**config.mk**
```make
export PLATFORM = sky130hd
export DESIGN_NAME = perceptron_training_sequencer
export DESIGN_NICKNAME = d
export VERILOG_FILES = /design/src/rtl/perceptron_training_sequencer.sv
export SDC_FILE = /design/constraint.sdc
export NUM_CORES = 1
export LEC_CHECK = 0
export CORE_MARGIN = 4
export CORE_UTILIZATION = 35
export CTS_CLUSTER_SIZE = 12
export DETAILED_ROUTE_END_ITERATION = 8
export PLACE_DENSITY_LB_ADDON = 0.1
export SLEW_MARGIN = 40
export SYNTH_ARGS = -nofsm -noshare
export SYNTH_HDL_FRONTEND = slang
export SYNTH_SLANG_ARGS = --single-unit
```
**constraint.sdc**
```tcl
create_clock -name clk -period 3.05 [get_ports clk]
set_clock_uncertainty 0.15 [all_clocks]
set_input_delay 0.61 -clock clk [delete_from_list [all_inputs] [get_ports clk]]
set_output_delay 0.61 -clock clk [all_outputs]
set_load 0.005 [all_outputs]
```
**src/rtl/perceptron_training_sequencer.sv**
```systemverilog
// Training-sample buffer and sequencer for the two-input neuron: loads labelled
// samples, kicks the neuron, and streams samples epoch by epoch until done or timeout.
module perceptron_training_sequencer #(
  parameter int DATA_W     = 7,
  parameter int T_W        = 2,
  parameter int DEPTH      = 8,
  parameter int EPOCH_W    = 8,
  parameter int MAX_EPOCHS = 100
) (
  input  logic                       clk,
  input  logic                       rstN,
  input  logic                       loadValid,
  input  logic [DATA_W-1:0]          loadX1,
  input  logic [DATA_W-1:0]          loadX2,
  input  logic [T_W-1:0]             loadT,
  input  logic                       clear,
  input  logic                       start,
  input  logic                       abort,
  input  logic                       neuronReady,
  input  logic                       neuronDone,
  output logic                       neuronStart,
  output logic [DATA_W-1:0]          X1Bus,
  output logic [DATA_W-1:0]          X2Bus,
  output logic [T_W-1:0]             tBus,
  output logic [31:0]                nBus,
  output logic                       sampleValid,
  output logic [$clog2(DEPTH):0]     sampleCount,
  output logic [EPOCH_W-1:0]         epochCount,
  output logic                       busy,
  output logic                       trainDone,
  output logic                       timeout,
  output logic                       overflow,
  output logic                       emptyErr
);
  localparam int IW = $clog2(DEPTH);
  localparam int CW = IW + 1;
  localparam logic [EPOCH_W-1:0] EMAX = EPOCH_W'(MAX_EPOCHS);

  typedef enum logic [2:0] {S_IDLE, S_KICK, S_FEED, S_GAP, S_DONE} state_t;
  state_t r_state, w_next;

  logic [DATA_W-1:0] r_mem_x1 [DEPTH];
  logic [DATA_W-1:0] r_mem_x2 [DEPTH];
  logic [T_W-1:0]    r_mem_t  [DEPTH];

  logic [CW-1:0]      r_count, r_nbus;
  logic [IW-1:0]      r_idx;
  logic [EPOCH_W-1:0] r_epoch;
  logic [DATA_W-1:0]  r_x1, r_x2;
  logic [T_W-1:0]     r_t;
  logic r_train_done, r_timeout, r_overflow, r_empty_err;

  logic w_idle, w_feed, w_gap, w_accept, w_last, w_full, w_load, w_go;

  // Host-side priority in IDLE/DONE: clear, then start, then load.
  assign w_idle   = (r_state == S_IDLE) || (r_state == S_DONE);
  assign w_feed   = (r_state == S_FEED);
  assign w_gap    = (r_state == S_GAP);
  assign w_full   = (r_count == CW'(DEPTH));
  assign w_load   = w_idle && loadValid && !clear && !start;
  assign w_go     = w_idle && start && !clear && (r_count != '0);
  assign w_accept = w_feed && neuronReady && !abort && !neuronDone;
  assign w_last   = ({1'b0, r_idx} == (r_count - 1'b1));

  always_comb begin
    w_next      = r_state;
    neuronStart = 1'b0;
    sampleValid = 1'b0;
    busy        = 1'b0;
    case (r_state)
      S_IDLE, S_DONE: if (w_go) w_next = S_KICK;
      S_KICK: begin
        neuronStart = 1'b1;
        busy        = 1'b1;
        w_next      = abort ? S_IDLE : S_FEED;
      end
      S_FEED: begin
        sampleValid = 1'b1;
        busy        = 1'b1;
        if (abort)            w_next = S_IDLE;
        else if (neuronDone)  w_next = S_DONE;
        else if (neuronReady) w_next = S_GAP;
      end
      S_GAP: begin
        busy = 1'b1;
        if (abort)                w_next = S_IDLE;
        else if (neuronDone)      w_next = S_DONE;
        else if (r_epoch == EMAX) w_next = S_DONE;
        else                      w_next = S_FEED;
      end
      default: w_next = S_IDLE;
    endcase
  end

  // Buffer contents survive reset; only the count is cleared.
  always_ff @(posedge clk) begin
    if (w_load && !w_full) begin
      r_mem_x1[r_count[IW-1:0]] <= loadX1;
      r_mem_x2[r_count[IW-1:0]] <= loadX2;
      r_mem_t[r_count[IW-1:0]]  <= loadT;
    end
  end

  always_ff @(posedge clk or negedge rstN) begin
    if (!rstN) begin
      r_state      <= S_IDLE;
      r_count      <= '0;
      r_nbus       <= '0;
      r_idx        <= '0;
      r_epoch      <= '0;
      r_x1         <= '0;
      r_x2         <= '0;
      r_t          <= '0;
      r_train_done <= 1'b0;
      r_timeout    <= 1'b0;
      r_overflow   <= 1'b0;
      r_empty_err  <= 1'b0;
    end else begin
      r_state <= w_next;
      if (w_idle) begin
        r_nbus <= r_count;
        if (clear) begin
          r_count      <= '0;
          r_overflow   <= 1'b0;
          r_train_done <= 1'b0;
          r_timeout    <= 1'b0;
          r_empty_err  <= 1'b0;
        end else if (start) begin
          if (r_count == '0) begin
            r_empty_err <= 1'b1;
          end else begin
            r_train_done <= 1'b0;
            r_timeout    <= 1'b0;
            r_empty_err  <= 1'b0;
            r_epoch      <= '0;
            r_idx        <= '0;
          end
        end else if (loadValid) begin
          if (w_full) r_overflow <= 1'b1;
          else        r_count    <= r_count + 1'b1;
        end
      end
      if (w_accept) begin
        if (w_last) begin
          r_idx <= '0;
          if (r_epoch != EMAX) r_epoch <= r_epoch + 1'b1;
        end else begin
          r_idx <= r_idx + 1'b1;
        end
      end
      if ((w_feed || w_gap) && !abort && neuronDone) r_train_done <= 1'b1;
      if (w_gap && !abort && !neuronDone && (r_epoch == EMAX)) r_timeout <= 1'b1;
      // Present the next sample on entry to FEED; buses then hold through GAP/DONE.
      if ((w_next == S_FEED) && !w_feed) begin
        r_x1 <= r_mem_x1[r_idx];
        r_x2 <= r_mem_x2[r_idx];
        r_t  <= r_mem_t[r_idx];
      end
    end
  end

  assign X1Bus       = r_x1;
  assign X2Bus       = r_x2;
  assign tBus        = r_t;
  assign nBus        = 32'(r_nbus);
  assign sampleCount = r_count;
  assign epochCount  = r_epoch;
  assign trainDone   = r_train_done;
  assign timeout     = r_timeout;
  assign overflow    = r_overflow;
  assign emptyErr    = r_empty_err;

endmodule

```
==> results.md, run 1 <==
- On the worst path, the slowest cell contributes a delay of 0.50 ns.
- Summed over all layers, the routed wires come to 14700 µm.
- The average cell area after synthesis is 16.2 µm².
- The row count is 51.
- The number of port buffers is 62.
- The post-route clock period utilization is 83.8%.
- The residual antenna-violating net count after detailed routing is 0.
- The count of TritonRoute iterations in the first routing pass is 4.
- The worst path meets setup with 0.494 ns of slack.
- The initial antenna violation count is 0.
- The synthesized cell area is 7090 µm².
- The combined buffer and inverter count along the critical path is 2.
- The largest total area in the synthesized netlist belongs to sky130_fd_sc_hd__edfxtp_1.
- Traced cell by cell, the critical path runs through nor2_1, buf_4, nor2_1, clkdlybuf4s50_1.
- The final-report max-slew violation count was 0.
- In this run the post-CTS setup repair buffer count came out at 0.
- The standard cell area after detailed placement is 8050 µm².
- The all-layer global routing usage is 13.7%.
- Routability-driven placement finished with a final weighted congestion of 0.756.
- The clock latency at the later pin of the worst-skew pair is 0.43 ns.
- Before CTS, the worst setup slack after placement is 0.365 ns.
- The maximum number of pins on one net before global-route repair is 33.
- Of all flip-flops after synthesis, the portion carrying an async set or reset was 24.7%.
- The worst pin sits at a relative slew slack of 54.4%.
- For the finished layout, the period the worst path requires is 2.56 ns.
- For this configuration, the core starts out at a cell density of 36.0%.
- The required arrival time at the worst endpoint is 2.29 ns.
- In this run, synthesis inferred 128 flip-flops with an integrated enable.
- In the synthesized netlist, the number of instances is 439.
- The worst vdd rail ir drop is 0.432 mV.
- Dividing total power by cell area gives a power density of 720 nW/µm².
- The worst-case hold slack is 0.0763 ns.
- The worst endpoint data arrival time is 1.80 ns.
- The first global-routing pass estimated 22600 µm of wire.
- Counting along the longest clock path gives a buffer depth of 2.
- In this run, synthesis produced a sequential element count of 170.
- The most numerous cell type found on the critical path is sky130_fd_sc_hd__nor2_1.
- Along the worst path, the maximum fanout reaches 16.
- The number of global-route vias before repair came to 3795.
- The area of the die is 22600 µm².
- The critical path capture point type is an output pin.
- By count the netlist is led by sky130_fd_sc_hd__edfxtp_1, sky130_fd_sc_hd__dfrtp_1, sky130_fd_sc_hd__nand2_1.
- In this run the clock root is driven by a sky130_fd_sc_hd__clkbuf_16.
- After clock tree synthesis, the clock-pin slew on the worst setup and hold paths is 0.07 ns.
- The flow ran to the end, and the final reports show no timing, DRC or antenna violations.
- The finished cells cover 8670 µm².
- The quantity of hold-fixing buffers added after cts is 0.
- The number of unique standard cell types used by synthesis is 46.
- The area overhead of the layout relative to synthesis is 22.2%.
- The area of the core is 19700 µm².
- The worst hold path belongs to the class in2async.
- The number of max-cap violations is 0.
- The TritonCTS buffer count is 17.
- Gates resized during post-CTS repair numbered 0.
- For this design the static power due to leakage is 3.02 nW.
- The CTS tree is yes.
- The total overflow left after global routing is 0.
- The critical path is of the reg2out type.
- The most used flip-flop cell after synthesis is sky130_fd_sc_hd__edfxtp_1.
- For this block, the via count after detailed routing is 3833.
- From left edge to right edge, the die measures 150 µm.
- The share of synthesized area in the top cell type comes to 54.2%.
- The synthesis warning total is 0.
- Based on the critical path, the design can be clocked at up to 0.391 GHz.
- The net count of the finished layout is 548.
- The detail-routed via count per cell is 4.82.
- Setup total negative slack on the finished layout was measured at 0 ns.
- The detailed router finished its first iteration with 211 violations.
- The critical path startpoint category is a flop.
- The CTS sink count is 170.
- In the routed design, unresolved DRC markers number 0.
- In this run the count of I/O pins placed on the die edge is 91.
- Sorting the synthesized cells by area gives the leading types as sky130_fd_sc_hd__edfxtp_1, sky130_fd_sc_hd__dfrtp_1, sky130_fd_sc_hd__mux4_2.
- Once detailed placement completed, the half-perimeter wirelength came to 9390 µm.
- In this run the number of H-tree levels came out at 4.
- The count of final hold-check violations came to 0.
- The portion of the post-synthesis area used by sequential elements is 69.0%.
- The family of cells with the greatest summed delay on the critical path is buffers and inverters.
- The diode insertion count for antenna repair is 0.
- The most repeated cell in the gate-level netlist after synthesis is sky130_fd_sc_hd__edfxtp_1.
- The final count of negative-setup-slack endpoints is 0.
- For the pin with the worst max-slew slack, the measured transition is 0.684 ns.
- The average wire per standard cell is 18.5 µm.
- The worst-path cell with the longest stage delay is sky130_fd_sc_hd__clkdlybuf4s50_1.
- Setup repair after global routing left no endpoint under its margin.
- The post-route netlist has 19.6% of its cells at a drive strength greater than 1.
- The die boundary height is 150 µm.
[power breakdown]
part / total [mW] / internal, mW / switching [mW]
clock: 2.23 / 1.34 / 0.890
sequential: 2.81 / 2.68 / 0.131
combinational: 1.19 / 0.650 / 0.544
[metrics by stage]
stage               power [mW]  util (%)  cells
floorplan                 3.53         -    466
global placement          4.06      40.8    764
detailed placement        4.08      40.8    764
CTS                       6.34      44.0    796
global route              6.56      44.0    796
finish                    6.24      44.0    796
[layout make-up]
cell class	instances	area, µm²
fill	1755	11000
inverter	8	30.0
sequential	170	4900
multi-input combinational	237	1960
timing repair buffer	84	831
tap	265	332
clock buffer	20	457
clock inverter	12	164
[cells in the final DEF (no fill, tap or decap), types with 2 or more instances in the layout]
| master | netlist | final |
|---|---|---|
| sky130_fd_sc_hd__a211oi_1 | 4 | 4 |
| sky130_fd_sc_hd__a21oi_1 | 6 | 6 |
| sky130_fd_sc_hd__a31o_2 | 4 | 4 |
| sky130_fd_sc_hd__a31oi_1 | 4 | 4 |
| sky130_fd_sc_hd__buf_12 | 0 | 4 |
| sky130_fd_sc_hd__buf_4 | 29 | 18 |
| sky130_fd_sc_hd__bufinv_16 | 0 | 3 |
| sky130_fd_sc_hd__clkbuf_16 | 0 | 17 |
| sky130_fd_sc_hd__clkbuf_8 | 0 | 2 |
| sky130_fd_sc_hd__clkdlybuf4s50_1 | 0 | 61 |
| sky130_fd_sc_hd__clkinv_4 | 0 | 4 |
| sky130_fd_sc_hd__conb_1 | 1 | 28 |
| sky130_fd_sc_hd__dfrtp_1 | 42 | 41 |
| sky130_fd_sc_hd__edfxtp_1 | 128 | 128 |
| sky130_fd_sc_hd__ha_1 | 6 | 6 |
| sky130_fd_sc_hd__inv_1 | 8 | 8 |
| sky130_fd_sc_hd__inv_6 | 0 | 3 |
| sky130_fd_sc_hd__mux2_2 | 4 | 4 |
| sky130_fd_sc_hd__mux2i_1 | 17 | 17 |
| sky130_fd_sc_hd__mux4_2 | 32 | 32 |
| sky130_fd_sc_hd__nand2_1 | 37 | 37 |
| sky130_fd_sc_hd__nand2b_1 | 5 | 5 |
| sky130_fd_sc_hd__nand3_1 | 7 | 7 |
| sky130_fd_sc_hd__nand3b_1 | 3 | 3 |
| sky130_fd_sc_hd__nor2_1 | 13 | 13 |
| sky130_fd_sc_hd__nor2b_1 | 5 | 5 |
| sky130_fd_sc_hd__nor3_1 | 4 | 2 |
| sky130_fd_sc_hd__nor3_2 | 0 | 2 |
| sky130_fd_sc_hd__nor3b_1 | 4 | 4 |
| sky130_fd_sc_hd__nor4_1 | 4 | 4 |
| sky130_fd_sc_hd__o211ai_1 | 2 | 2 |
| sky130_fd_sc_hd__o21ai_0 | 26 | 26 |
| sky130_fd_sc_hd__o22ai_1 | 3 | 3 |
| sky130_fd_sc_hd__or2_2 | 2 | 2 |
| sky130_fd_sc_hd__xnor2_1 | 2 | 2 |
| sky130_fd_sc_hd__xor2_1 | 2 | 2 |
[sequential cells by signal, indices dropped and copies added, names as in the netlist]
signal	flops
X1Bus	7
X2Bus	7
emptyErr	1
epochCount	8
overflow	1
r_idx	3
r_mem_t	16
r_mem_x1	56
r_mem_x2	56
r_nbus	4
r_state	3
sampleCount	4
tBus	2
timeout	1
trainDone	1
[layer usage]
layer	routed length [µm]	part of all wire [%]	vias to the layer above	global-route usage, %
met5	0	0	-	0
met4	76	0.52	0	4.25
met3	710	4.8	7	3.46
met2	7360	50	91	22.0
met1	6580	45	1958	18.3
li1	-	-	1777	-
[logic make-up (layout without fill, tap and decap cells)]
| family | Yosys count | count (layout) | share of synthesized area, % |
|---|---|---|---|
| flip-flops | 170 | 170 | 69.0 |
| AND/OR/NAND/NOR | 89 | 89 | 6.16 |
| buffers and inverters | 59 | 124 | 4.92 |
| AO/OA/AOI/OAI | 56 | 56 | 4.89 |
| multiplexers | 54 | 54 | 13.4 |
| adder cells (fa/ha/maj) | 6 | 6 | 1.06 |
| XOR/XNOR | 4 | 4 | 0.494 |
| other | 1 | 28 | 0.0529 |
[worst reg2reg max path, delay by kind of cell (launching register included)]
kind	cells	cell delay (ns)
muxes	1	0.33
DFF	1	0.43
buffers and inverters	1	0.10
and+or+nand+nor	4	1.10
adders and majority gates	1	0.14
[final timing paths]
kind | from | end | slack, ns | cells after the start
setup reg to reg | epochCount[1] | epochCount[1] | 0.70 | 7
hold reg to reg | X2Bus[5] | X2Bus[5] | 0.33 | 2
hold / removal | rstN | X2Bus[4] | 0.08 | 1
max in group asynchronous | rstN | X1Bus[4] | 2.13 | 2
min in group clk | X2Bus[5] | X2Bus[5] | 0.33 | 2
setup / recovery | r_state[0] | busy | 0.49 | 4
No activity file was read; power rests on OpenSTA's default activity.
==> run 2: changes to the inputs <==
==> constraint.sdc (replaced) <==
create_clock -name clk -period 2.1 [get_ports clk]
set_clock_uncertainty 0.15 [all_clocks]
set_input_delay 0.42 -clock clk [delete_from_list [all_inputs] [get_ports clk]]
set_output_delay 0.42 -clock clk [all_outputs]
set_load 0.005 [all_outputs]
==> results.md, run 2 (synthesis gave the netlist of run 1 again) <==
- The run finished with clean final reports.
- The number of global-route vias before repair is 4312.
- Power spread over the standard cell area amounts to 993 nW/µm².
- The initial antenna violation count is 0.
- The number of max-cap violations is 0.
- The placer's final routability congestion estimate is 0.771.
- The count of TritonRoute iterations in the first routing pass is 4.
- The fill cell total of the finished layout is 1713.
- The diode insertion count for antenna repair is 0.
- The total overflow reported by the global router is 0.
- The maximum fanout count along the critical path is 8.
- The cell family contributing the most delay on the critical path is simple AND/OR/NAND/NOR gates.
- The count of final hold-check violations is 0.
- Setup repair after global routing could not meet its margin everywhere.
- In this run the number of H-tree levels came out at 4.
- The critical path capture point type is a flop.
- The type of the worst setup path is reg2reg.
- The standard cell area after detailed placement is 8470 µm².
- Setup violations remaining at the end of the flow were counted as 0.
- Summed over all nets, the half-perimeter wirelength after detailed placement is 9850 µm.
- The die is 150 µm tall.
- Counting both buffers and inverters, the worst setup path holds a total of 3.
- The number of port buffers is 62.
- The critical path goes through buf_6, inv_6, ha_4, nand3b_1, nand3_2, nor2_4, nand2_4, nor3_4, clkbuf_16.
- The area overhead of the layout relative to synthesis is 29.6%.
- The slowest stage of the critical path is the sky130_fd_sc_hd__dfrtp_1 cell.
- The TritonCTS buffer count is 17.
- The CTS sink count is 170.
- Summed over all cells, the static leakage comes to 3.26 nW.
- The critical path startpoint category is a flop.
- At the worst endpoint, the required time is 2.08 ns.
- The area of the die is 22600 µm².
- The top cell types in the final layout, fill and taps aside, are sky130_fd_sc_hd__edfxtp_1, sky130_fd_sc_hd__clkdlybuf4s50_1, sky130_fd_sc_hd__buf_4.
- The initial detailed-routing violation count is 221.
- Leaving out fill and tap cells, the most frequent cell in the layout is sky130_fd_sc_hd__edfxtp_1.
- The final-report max-slew violation count was 0.
- The delay of the slowest cell on the worst path is 0.36 ns.
- The wire length of the first global-routing pass is 24600 µm.
- The worst endpoint data arrival time is 2.04 ns.
- The maximum clock rate is 0.486 GHz.
- The count of boundary I/O pins is 91.
- The longest clock path from root to sink contains 2 buffers.
- After layout, the worst path uses 98.0% of the clock period.
- The detail-routed via count per cell is 4.83.
- The count of vias placed by the detailed router is 4063.
- The average wire per standard cell is 18.5 µm.
- In the routed design, unresolved DRC markers number 0.
- The residual antenna-violating net count after detailed routing is 0.
- The area of the core is 19700 µm².
- The final-stage net count is 593.
- Of the cells placed in the final design, the portion with a size suffix greater than 1 is 28.8%.
- The worst vdd rail ir drop is 0.530 mV.
- Across every metal layer, demand over resource in global routing totals 14.5%.
- The maximum number of pins on one net before global-route repair is 33.
- The buffer cell driving the clock tree root is sky130_fd_sc_hd__clkbuf_16.
- The tightest hold path in the finished design has a slack of 0.329 ns.
- The clock-pin slew of the registers on the worst-case setup and hold paths is 0.07 ns.
- The clock reaches the later pin of the worst-skew pair after 0.42 ns.
- The effective utilization at floorplan is 36.0%.
- TritonCTS built the clock tree.
- The final layout contains routed wiring with a total length of 15600 µm.
- The class of the most critical hold timing path is reg2reg.
- The row count is 51.
- The final design area excluding fillers is 9190 µm².
- From left edge to right edge, the die measures 150 µm.
- The clock period minus worst slack is 2.06 ns.
run 2: worst paths after layout:
check / startpoint / to / slack [ns] / cells after the start
max reg2reg: sampleCount[0] / r_mem_x1[0][1] / 0.04 / 9
max in group asynchronous: rstN / epochCount[3] / 0.92 / 3
min in group asynchronous: rstN / r_nbus[3] / 0.34 / 2
min reg2reg: X2Bus[2] / X2Bus[2] / 0.33 / 2
min: X2Bus[2] / X2Bus[2] / 0.33 / 2
max: sampleCount[0] / r_mem_x1[0][1] / 0.04 / 9
run 2: final cells by class:
| class | instances | area, µm² | area share (%) |
|---|---|---|---|
| multi-input cells | 237 | 2080 | 22.7 |
| inverters | 8 | 37.5 | 0.409 |
| flip-flops and latches | 170 | 4900 | 53.4 |
| well taps | 265 | 332 | 3.61 |
| clock inverters | 9 | 91.3 | 0.994 |
| clock buffers | 23 | 458 | 4.98 |
| repair buffers | 129 | 1280 | 14.0 |
run 2: tightest hold or removal path, stage by stage, from the launching register on:
cell and delay, ns:
sky130_fd_sc_hd__dfrtp_1 0.34, sky130_fd_sc_hd__nand2_1 0.04, sky130_fd_sc_hd__o21ai_0 0.06
run 2: metal layers:
metal / share of wire (%) / track usage (%)
met1: 45 / 19.1
met5: 0 / 0
met2: 49 / 24.0
met3: 4.3 / 3.31
met4: 1.3 / 4.48
run 2: power breakdown:
part / internal [mW] / switching, mW
combinational: 1.19 / 0.940
sequential: 3.90 / 0.158
clock: 1.67 / 1.27
run 2: what timing repair did:
item / in CTS / in global routing
buffers inserted: 7 / 6
setup endpoints to repair: 14 / 42
hold buffers: 1 / 0
pin swaps: 2 / 7
resized for setup: 14 / 4
hold endpoints to repair: 13 / 0
gates cloned: 0 / 1
run 2: metrics by stage:
stage / worst slack (ns) / TNS (ns) / cells / power [mW] / utilization (%)
6_report: 0.0428 / 0 / 841 / 9.12 / 46.6
5_1_grt: -0.0497 / -1.05 / 841 / 9.62 / 46.6
4_1_cts: 0.00283 / 0 / 834 / 9.21 / 46.2
3_5_place_dp: -0.335 / -34.82 / 794 / 6.18 / 42.9
3_3_place_gp: -0.317 / -33.35 / 794 / 6.15 / 42.9
2_1_floorplan: -0.183 / -5.86 / 466 / 5.20 / -
